===== config.mk =====
export PLATFORM = sky130hd
export DESIGN_NAME = spi_frame_arbiter
export DESIGN_NICKNAME = d
export VERILOG_FILES = /design/src/rtl/spi_frame_arbiter.sv
export SDC_FILE = /design/constraint.sdc
export NUM_CORES = 1
export LEC_CHECK = 0
export ABC_AREA = 1
export CAP_MARGIN = 20
export CORE_MARGIN = 8
export CORE_UTILIZATION = 40
export DETAILED_ROUTE_END_ITERATION = 10
export GPL_TIMING_DRIVEN = 0
export PLACE_DENSITY = 0.77
export SETUP_SLACK_MARGIN = 0.3
export SYNTH_ARGS = -nofsm -noshare
export SYNTH_HDL_FRONTEND = slang
export SYNTH_SLANG_ARGS = --single-unit

===== constraint.sdc =====
create_clock -name SPI_CLK -period 2.8 [get_ports SPI_CLK]
set_input_delay 0.28 -clock SPI_CLK [delete_from_list [all_inputs] [get_ports SPI_CLK]]
set_output_delay 0.28 -clock SPI_CLK [all_outputs]
set_load 0.1 [all_outputs]

===== src/rtl/spi_frame_arbiter.sv =====
// Round-robin arbiter sharing one SPI CSB/SDI/LDB link among NUM_REQ frame requesters.
// A granted frame is shifted out MSB-first under CSB, then strobed into the slave with LDB.
module spi_frame_arbiter #(
    parameter int unsigned NUM_REQ    = 4,
    parameter int unsigned FRAME_W    = 60,
    parameter int unsigned GAP_CYCLES = 2
) (
    input  logic                       SPI_CLK,
    input  logic                       reset,
    input  logic [NUM_REQ-1:0]         req,
    input  logic [NUM_REQ*FRAME_W-1:0] req_data,
    output logic [NUM_REQ-1:0]         gnt,
    output logic [NUM_REQ-1:0]         done,
    output logic                       busy,
    output logic                       SPI_CSB,
    output logic                       SPI_SDI,
    output logic                       SPI_LDB
);

    localparam int unsigned PTR_W = (NUM_REQ > 1) ? $clog2(NUM_REQ) : 1;
    localparam int unsigned CNT_W = $clog2(FRAME_W + 1);
    localparam int unsigned GAP_W = 4;

    typedef enum logic [1:0] {
        ST_IDLE,
        ST_SHIFT,
        ST_LOAD,
        ST_GAP
    } state_e;

    state_e               state_q, state_d;
    logic [FRAME_W-1:0]   shreg_q, shreg_d;
    logic [CNT_W-1:0]     cnt_q, cnt_d;
    logic [GAP_W-1:0]     gap_q, gap_d;
    logic [PTR_W-1:0]     ptr_q, ptr_d;
    logic [PTR_W-1:0]     owner_q, owner_d;
    logic [NUM_REQ-1:0]   gnt_q, gnt_d;
    logic [NUM_REQ-1:0]   done_q, done_d;
    logic                 busy_q, busy_d;
    logic                 csb_q, csb_d;
    logic                 sdi_q, sdi_d;
    logic                 ldb_q, ldb_d;

    logic                 win_vld;
    logic [PTR_W-1:0]     win_idx;
    logic [PTR_W-1:0]     cand_idx;
    logic [FRAME_W-1:0]   win_frame;

    // Round-robin search starting one past the last winner.
    always_comb begin
        win_vld  = 1'b0;
        win_idx  = '0;
        cand_idx = '0;
        for (int unsigned off = 1; off <= NUM_REQ; off++) begin
            cand_idx = PTR_W'((32'(ptr_q) + off) % NUM_REQ);
            if (!win_vld && req[cand_idx]) begin
                win_vld = 1'b1;
                win_idx = cand_idx;
            end
        end
        win_frame = req_data[win_idx*FRAME_W +: FRAME_W];
    end

    // Outputs are computed for the next state so that every pin comes straight from a flop.
    always_comb begin
        state_d = state_q;
        shreg_d = shreg_q;
        cnt_d   = cnt_q;
        gap_d   = gap_q;
        ptr_d   = ptr_q;
        owner_d = owner_q;
        gnt_d   = '0;
        done_d  = '0;
        csb_d   = 1'b1;
        sdi_d   = 1'b0;
        ldb_d   = 1'b1;
        unique case (state_q)
            ST_IDLE: begin
                if (win_vld) begin
                    state_d = ST_SHIFT;
                    shreg_d = win_frame;
                    cnt_d   = '0;
                    ptr_d   = win_idx;
                    owner_d = win_idx;
                    gnt_d   = NUM_REQ'(1) << win_idx;
                    csb_d   = 1'b0;
                    sdi_d   = win_frame[FRAME_W-1];
                end
            end
            ST_SHIFT: begin
                shreg_d = shreg_q << 1;
                cnt_d   = cnt_q + 1'b1;
                if (cnt_q == CNT_W'(FRAME_W - 1)) begin
                    state_d = ST_LOAD;
                    ldb_d   = 1'b0;
                    done_d  = NUM_REQ'(1) << owner_q;
                end else begin
                    csb_d = 1'b0;
                    sdi_d = shreg_q[FRAME_W-2];
                end
            end
            ST_LOAD: begin
                gap_d   = '0;
                state_d = (GAP_CYCLES > 0) ? ST_GAP : ST_IDLE;
            end
            ST_GAP: begin
                if (gap_q == GAP_W'(GAP_CYCLES - 1)) begin
                    state_d = ST_IDLE;
                end else begin
                    gap_d = gap_q + 1'b1;
                end
            end
            default: state_d = ST_IDLE;
        endcase
        busy_d = (state_d != ST_IDLE);
    end

    always_ff @(posedge SPI_CLK or posedge reset) begin
        if (reset) begin
            state_q <= ST_IDLE;
            shreg_q <= '0;
            cnt_q   <= '0;
            gap_q   <= '0;
            ptr_q   <= PTR_W'(NUM_REQ - 1);
            owner_q <= '0;
            gnt_q   <= '0;
            done_q  <= '0;
            busy_q  <= 1'b0;
            csb_q   <= 1'b1;
            sdi_q   <= 1'b0;
            ldb_q   <= 1'b1;
        end else begin
            state_q <= state_d;
            shreg_q <= shreg_d;
            cnt_q   <= cnt_d;
            gap_q   <= gap_d;
            ptr_q   <= ptr_d;
            owner_q <= owner_d;
            gnt_q   <= gnt_d;
            done_q  <= done_d;
            busy_q  <= busy_d;
            csb_q   <= csb_d;
            sdi_q   <= sdi_d;
            ldb_q   <= ldb_d;
        end
    end

    assign gnt     = gnt_q;
    assign done    = done_q;
    assign busy    = busy_q;
    assign SPI_CSB = csb_q;
    assign SPI_SDI = sdi_q;
    assign SPI_LDB = ldb_q;

endmodule

Word-level counts from Yosys, hierarchy flattened. Cells that the tools add are included.

$mul: 1. Div/mod/pow operators: 0. Reductions and logical operators: 13. $lt $le $gt $ge: 4. Muxes and demuxes: 38. Add/subtract/negate cells: 6. Shifts and indexed selects: 3. Eq/ne operators: 7. Bitwise operators: 0.

Operators by type and width (number): variable part select 240 x 9 -> 60 bit (1); one-hot mux 59 bit (2 select lines) (1); 2-to-1 mux 59 bit (1); 2-to-1 mux 4 bit (5); 2-to-1 mux 1 bit (14); 2-to-1 mux 2 bit (7); less-than comparator 2 x 3 -> 1 bit (second input constant) (4); one-hot mux 6 bit (2 select lines) (1); binary-select mux 1 bit (select 2 bit) (4); one-hot mux 2 bit (4 select lines) (1); one-hot mux 4 bit (2 select lines) (1); left shift 1 x 2 -> 4 bit (first input constant) (2); adder 6 x 1 -> 6 bit (second input constant) (1); equality test 6 bit (second input constant) (1); multiplier 2 x 4 -> 6 bit (second input constant) (1); 2-to-1 mux 6 bit (1); AND reduction 2 bit (3); nonzero test 2 bit (3); adder 2 x 1 -> 2 bit (second input constant) (2); adder 2 bit (second input constant) (2); adder 4 x 1 -> 4 bit (second input constant) (1); equality test 2 bit (second input constant) (2); equality test 4 x 1 -> 1 bit (second input constant) (1); != test 2 bit (second input constant) (2); other kinds (5) (10).

Memories kept: 0. Memory bits (read-only): 0. Bits in writable memories: 0. Register bits after elaboration: 87. Bits in latches: 0. Input port bits: 246.

Logic depth before layout (Yosys ltp).
Depth after elaboration: 17. Gate-level depth with buffers: 19.

Least setup slack after synthesis. OpenSTA, ideal clock, no wires.

Path type: register -> register. Start point: register ptr_q[0]. End point: register shreg_q[3]. Library setup time: 0.116 ns. Data arrival time: 1.934 ns. Stages on the path, launching flop included: 19. Path slack: 0.749 ns. Buffers on the path: 3. Cell sequence: dfstp_2 > buf_4 > inv_6 > nand2_1 > nand2_1 > nand2_1 > nand2_2 > nor2_2 > nand3_2 > nand2_4 > nand2_4 > buf_6 > buf_6 > nand2_1 > nand2_1 > nand2_1 > nand3_1 > nand2_1 > nand2_1.

Longest elaborated chain between the ends: 17. Elaborated cells between the ends (all ways): 32. Those cells by class: 4 x add/sub; 1 x mul; 1 x eq/ne; 1 x shift; 18 x mux; 7 x reduce/logical.

RTL lines: from (decl) (line 35) `logic [PTR_W-1:0] ptr_q, ptr_d;`; from (signal assigned) (line 124) `ptr_q <= PTR_W'(NUM_REQ - 1);`; from (signal assigned) (line 137) `ptr_q <= ptr_d;`; adder 2 x 1 -> 2 bit (line 55) `cand_idx = PTR_W'((32'(ptr_q) + off) % NUM_REQ);`; binary-select mux 1 bit (select 2 bit) (line 56) `if (!win_vld && req[cand_idx]) begin`; 2-to-1 mux 1 bit (implied by the code) (line 56); 2-to-1 mux 1 bit (line 56); logical NOT 1 bit (line 56); logical AND 1 bit (line 56); 2-to-1 mux 1 bit (line 56); logical NOT 1 bit (line 56); logical AND 1 bit (line 56); 2-to-1 mux 1 bit (line 56); logical NOT 1 bit (line 56); logical AND 1 bit (line 56); 2-to-1 mux 2 bit (line 56); multiplier 2 x 4 -> 6 bit (line 61) `win_frame = req_data[win_idx*FRAME_W +: FRAME_W];`; variable part select 240 x 9 -> 60 bit (line 61); 2-to-1 mux 59 bit (line 79) `if (win_vld) begin`; one-hot mux 59 bit (2 select lines) (line 77) `unique case (state_q)`; to (signal assigned) (line 134) `shreg_q <= shreg_d;`; to (decl) (line 32) `logic [FRAME_W-1:0] shreg_q, shreg_d;`.

Parallel ways exist; a longest one is shown, timed or not. The select of a mux whose other input is x is not followed. A chain may end at the register's enable or synchronous reset.

Worst setup path after layout.
Start point: register ptr_q[0]. End point: register shreg_q[43].

Same word-level chain as after synthesis.

==> flow_metrics.py <==
metrics = {
    "yosys": {
        "synth.distinct_cells": 30,
        "synthesis.nets": 1378,
        "synth_edf_count": 0,
        "synth_top_cell_area_share": 0.336,
        "synthCells": 1129,
        "ys_warn_count": 0,
        "synth_common_cells": "589 x nand2_1, 185 x nand3_1, 124 x nor2_1",
        "synth.cell_area_um2": 6590,
        "synth_seq_area_share": 0.331,
        "synthFlopType": "dfrtp_1",
        "async_reset_ff_frac": 1.00,
        "yosys-top-cells-area": "nand2_1 34%, dfrtp_1 32%, nand3_1 14%",
        "ys_seq_elements": 87,
        "synth_most_common_cell": "nand2_1",
        "syn_area_per_cell_um2": 5.83,
        "yosysTopAreaCell": "nand2_1",
    },
    "worst_setup_path": {
        "worstSetupPathType": "register to register",
        "crit_path_frequent_cell": "nand2_2",
        "worst-path-buf-inv": 4,
        "start_kind": "register",
        "cp_data_arrival_time_ps": 2700,
        "crit_path_max_fanout": 10,
        "required_ps": 3040,
        "cp_slowest_cell": "dfstp_2",
        "setup.worst_path.end_class": "register",
        "worstPathCellList": "buf_6 > inv_8 > nand2_2 > nand2_2 > nand2_2 > nand2_2 > nand2_2 > nand2_4 > nor2_4 > nand2_8 > buf_12 > clkbuf_4 > nand3_1 > nand2_1 > nand2_1 > nand3_1 > nand2_1 > nand2_1",
        "critPathMaxStageDelay_ps": 540,
        "cp_top_family": "simple AND/OR/NAND/NOR gates",
    },
    "floorplanning": {
        "fp.coreArea_um2": 16300,
        "dieArea_um2": 20800,
        "die_x_um": 144,
        "start_util": 0.403,
        "rows": 47,
        "boundaryPins": 258,
        "die_h_um": 144,
    },
    "sta": {
        "timing.hold.ws_ps": 238,
        "final.setup.tns_ps": 0,
        "fmax_ghz": 0.407,
        "maxSlewHeadroom": 0.333,
        "rsz0062_at_grt": "true",
        "period_needed_ps": 2460,
        "fin_worst_skew_ps": 12.3,
        "setup_viol": 0,
        "final-max-slew-violation-count": 0,
        "period_share": 0.878,
        "worst_pin_slew_ps": 997,
        "hold_viol_final": 0,
    },
    "routing": {
        "routed_wl_mm": 26.0,
        "drc_errors": 0,
        "viasPerCell": 4.97,
        "first_pass_iters": 5,
        "routedWlPerCell_um": 15.9,
        "ant_nets": 0,
        "num_vias": 8168,
        "drt-initial-drc-count": 584,
    },
    "clocking": {
        "cts_max_level": 3,
        "tritoncts": "done",
        "clkLatencyLatePin_ps": 350,
        "root_buffer": "clkbuf_16",
        "clockBufferDepth": 2,
        "ctsHoldBuffers": 0,
        "numCtsBuffers": 9,
        "cts.sinks": 87,
        "clk_pin_slew_worst_paths_ps": 80,
    },
    "placement": {
        "dp_hpwl_mm": 19.3,
        "globalplace.congestion": 0.860,
        "placed_area_um2": 9480,
        "portBuffers": 257,
    },
    "power_and_ir_drop": {
        "pwr_density_cell_nw_per_um2": 1210,
        "ir_worst_vdd_mv": 0.640,
        "power_leakage_nw": 5.01,
    },
    "run_status": {
        "status": "finished, final reports clean",
    },
    "final_layout": {
        "layout-drive-gt1-share": 0.103,
        "fillers": 1582,
        "insertedDiodeCount": 0,
        "regArea_um2": 2180,
        "syn_to_final_growth_pct": 56.8,
        "multi_input_area_um2": 4100,
        "final_cell_area_um2": 10300,
        "nets": 1666,
    },
    "grt": {
        "grt.overflow.total": 0,
        "grt_pass1_vias": 7658,
        "grt_pass1_wl_mm": 38.5,
        "grt.total_usage": 0.234,
        "antenna_found_initial": 0,
        "grt_max_degree": 38,
    },
    "flow_run": {
        "drv_cap": 0,
    },
    "hold_path": {
        "min_path_type": "primary input to async pin",
    },
}
## through the flow
stage	instances	setup WS (ps)	util	total power, W
2_1_floorplan	1129	749	-	0.00747
3_3_place_gp	1606	256	0.577	0.00960
3_5_place_dp	1608	214	0.580	0.00973
4_1_cts	1626	304	0.601	0.0111
5_1_grt	1642	234	0.632	0.0136
6_report	1642	342	0.632	0.0125
## cell families after synthesis
family	Yosys count	share of synthesized area
DFF	87	0.331
and+or+nand+nor	917	0.568
xor gates and xnor gates	3	0.00399
adders and majority gates	3	0.00570
AOI/OAI and AO/OA	20	0.0173
buffers and inverters	99	0.0741
## what timing repair did
action                     CTS  global route
resized for setup           11            91
setup endpoints to repair   57            66
setup buffers                2             7
hold endpoints to repair     0             0
pin swaps                    1            26
cloned                       0             9
## per-layer routing
metal,routed length (um),GRT usage
met1,11100,0.292
met2,12900,0.399
met3,1630,0.0614
met4,338,0.0455
met5,0,0
## power by group
group	internal [W]	total [W]	switching (W)
combinational	0.00367	0.00926	0.00559
sequential	0.00175	0.00203	0.000278
clock	0.000630	0.00121	0.000581
total	0.00605	0.0125	0.00645
## area by class of cell
| class | count | area share |
|---|---|---|
| buffer | 76 | 0.0503 |
| clock buffer | 9 | 0.0218 |
| clock inverter | 7 | 0.00690 |
| inverter | 23 | 0.00945 |
| multi-input combinational | 945 | 0.397 |
| sequential | 87 | 0.211 |
| tap | 220 | 0.0266 |
| timing repair buffer | 275 | 0.277 |
## cells in the final DEF, fill, tap and decap left out, types with 5 or more instances in the layout
master             n
nand2_2           25
o22ai_1            5
clkbuf_1          13
inv_1             16
buf_4             16
clkdlybuf4s50_1  257
nor3_1             6
clkbuf_2          13
nand3_1          179
clkbuf_16         16
buf_2             16
dfrtp_1           83
nor2_1           124
clkbuf_4          11
nand3_2            6
buf_8              6
nand2_1          565
buf_6              5
o21ai_0            9
## worst paths after layout
kind                            startpoint           to  cells past startpoint  slack (ps)
max in group asynchronous            reset  shreg_q[46]                      4        1770
worst min register to register  owner_q[0]      done[0]                      1         460
min in group SPI_CLK            owner_q[0]      done[0]                      1         460
worst max-delay path              ptr_q[0]  shreg_q[43]                     18         340
worst max register to register    ptr_q[0]  shreg_q[43]                     18         340
worst min-delay path                 reset       gnt[3]                      2         240
## sequential cells by signal, indices dropped and copies added (netlist names)
name and count:
SPI_CSB 1, done 4, busy 1, SPI_LDB 1
ptr_q 2, shreg_q 59, cnt_q 6, gap_q 4
owner_q 2, state_q 2, SPI_SDI 1, gnt 4
No activity file was read; power rests on OpenSTA's default activity.
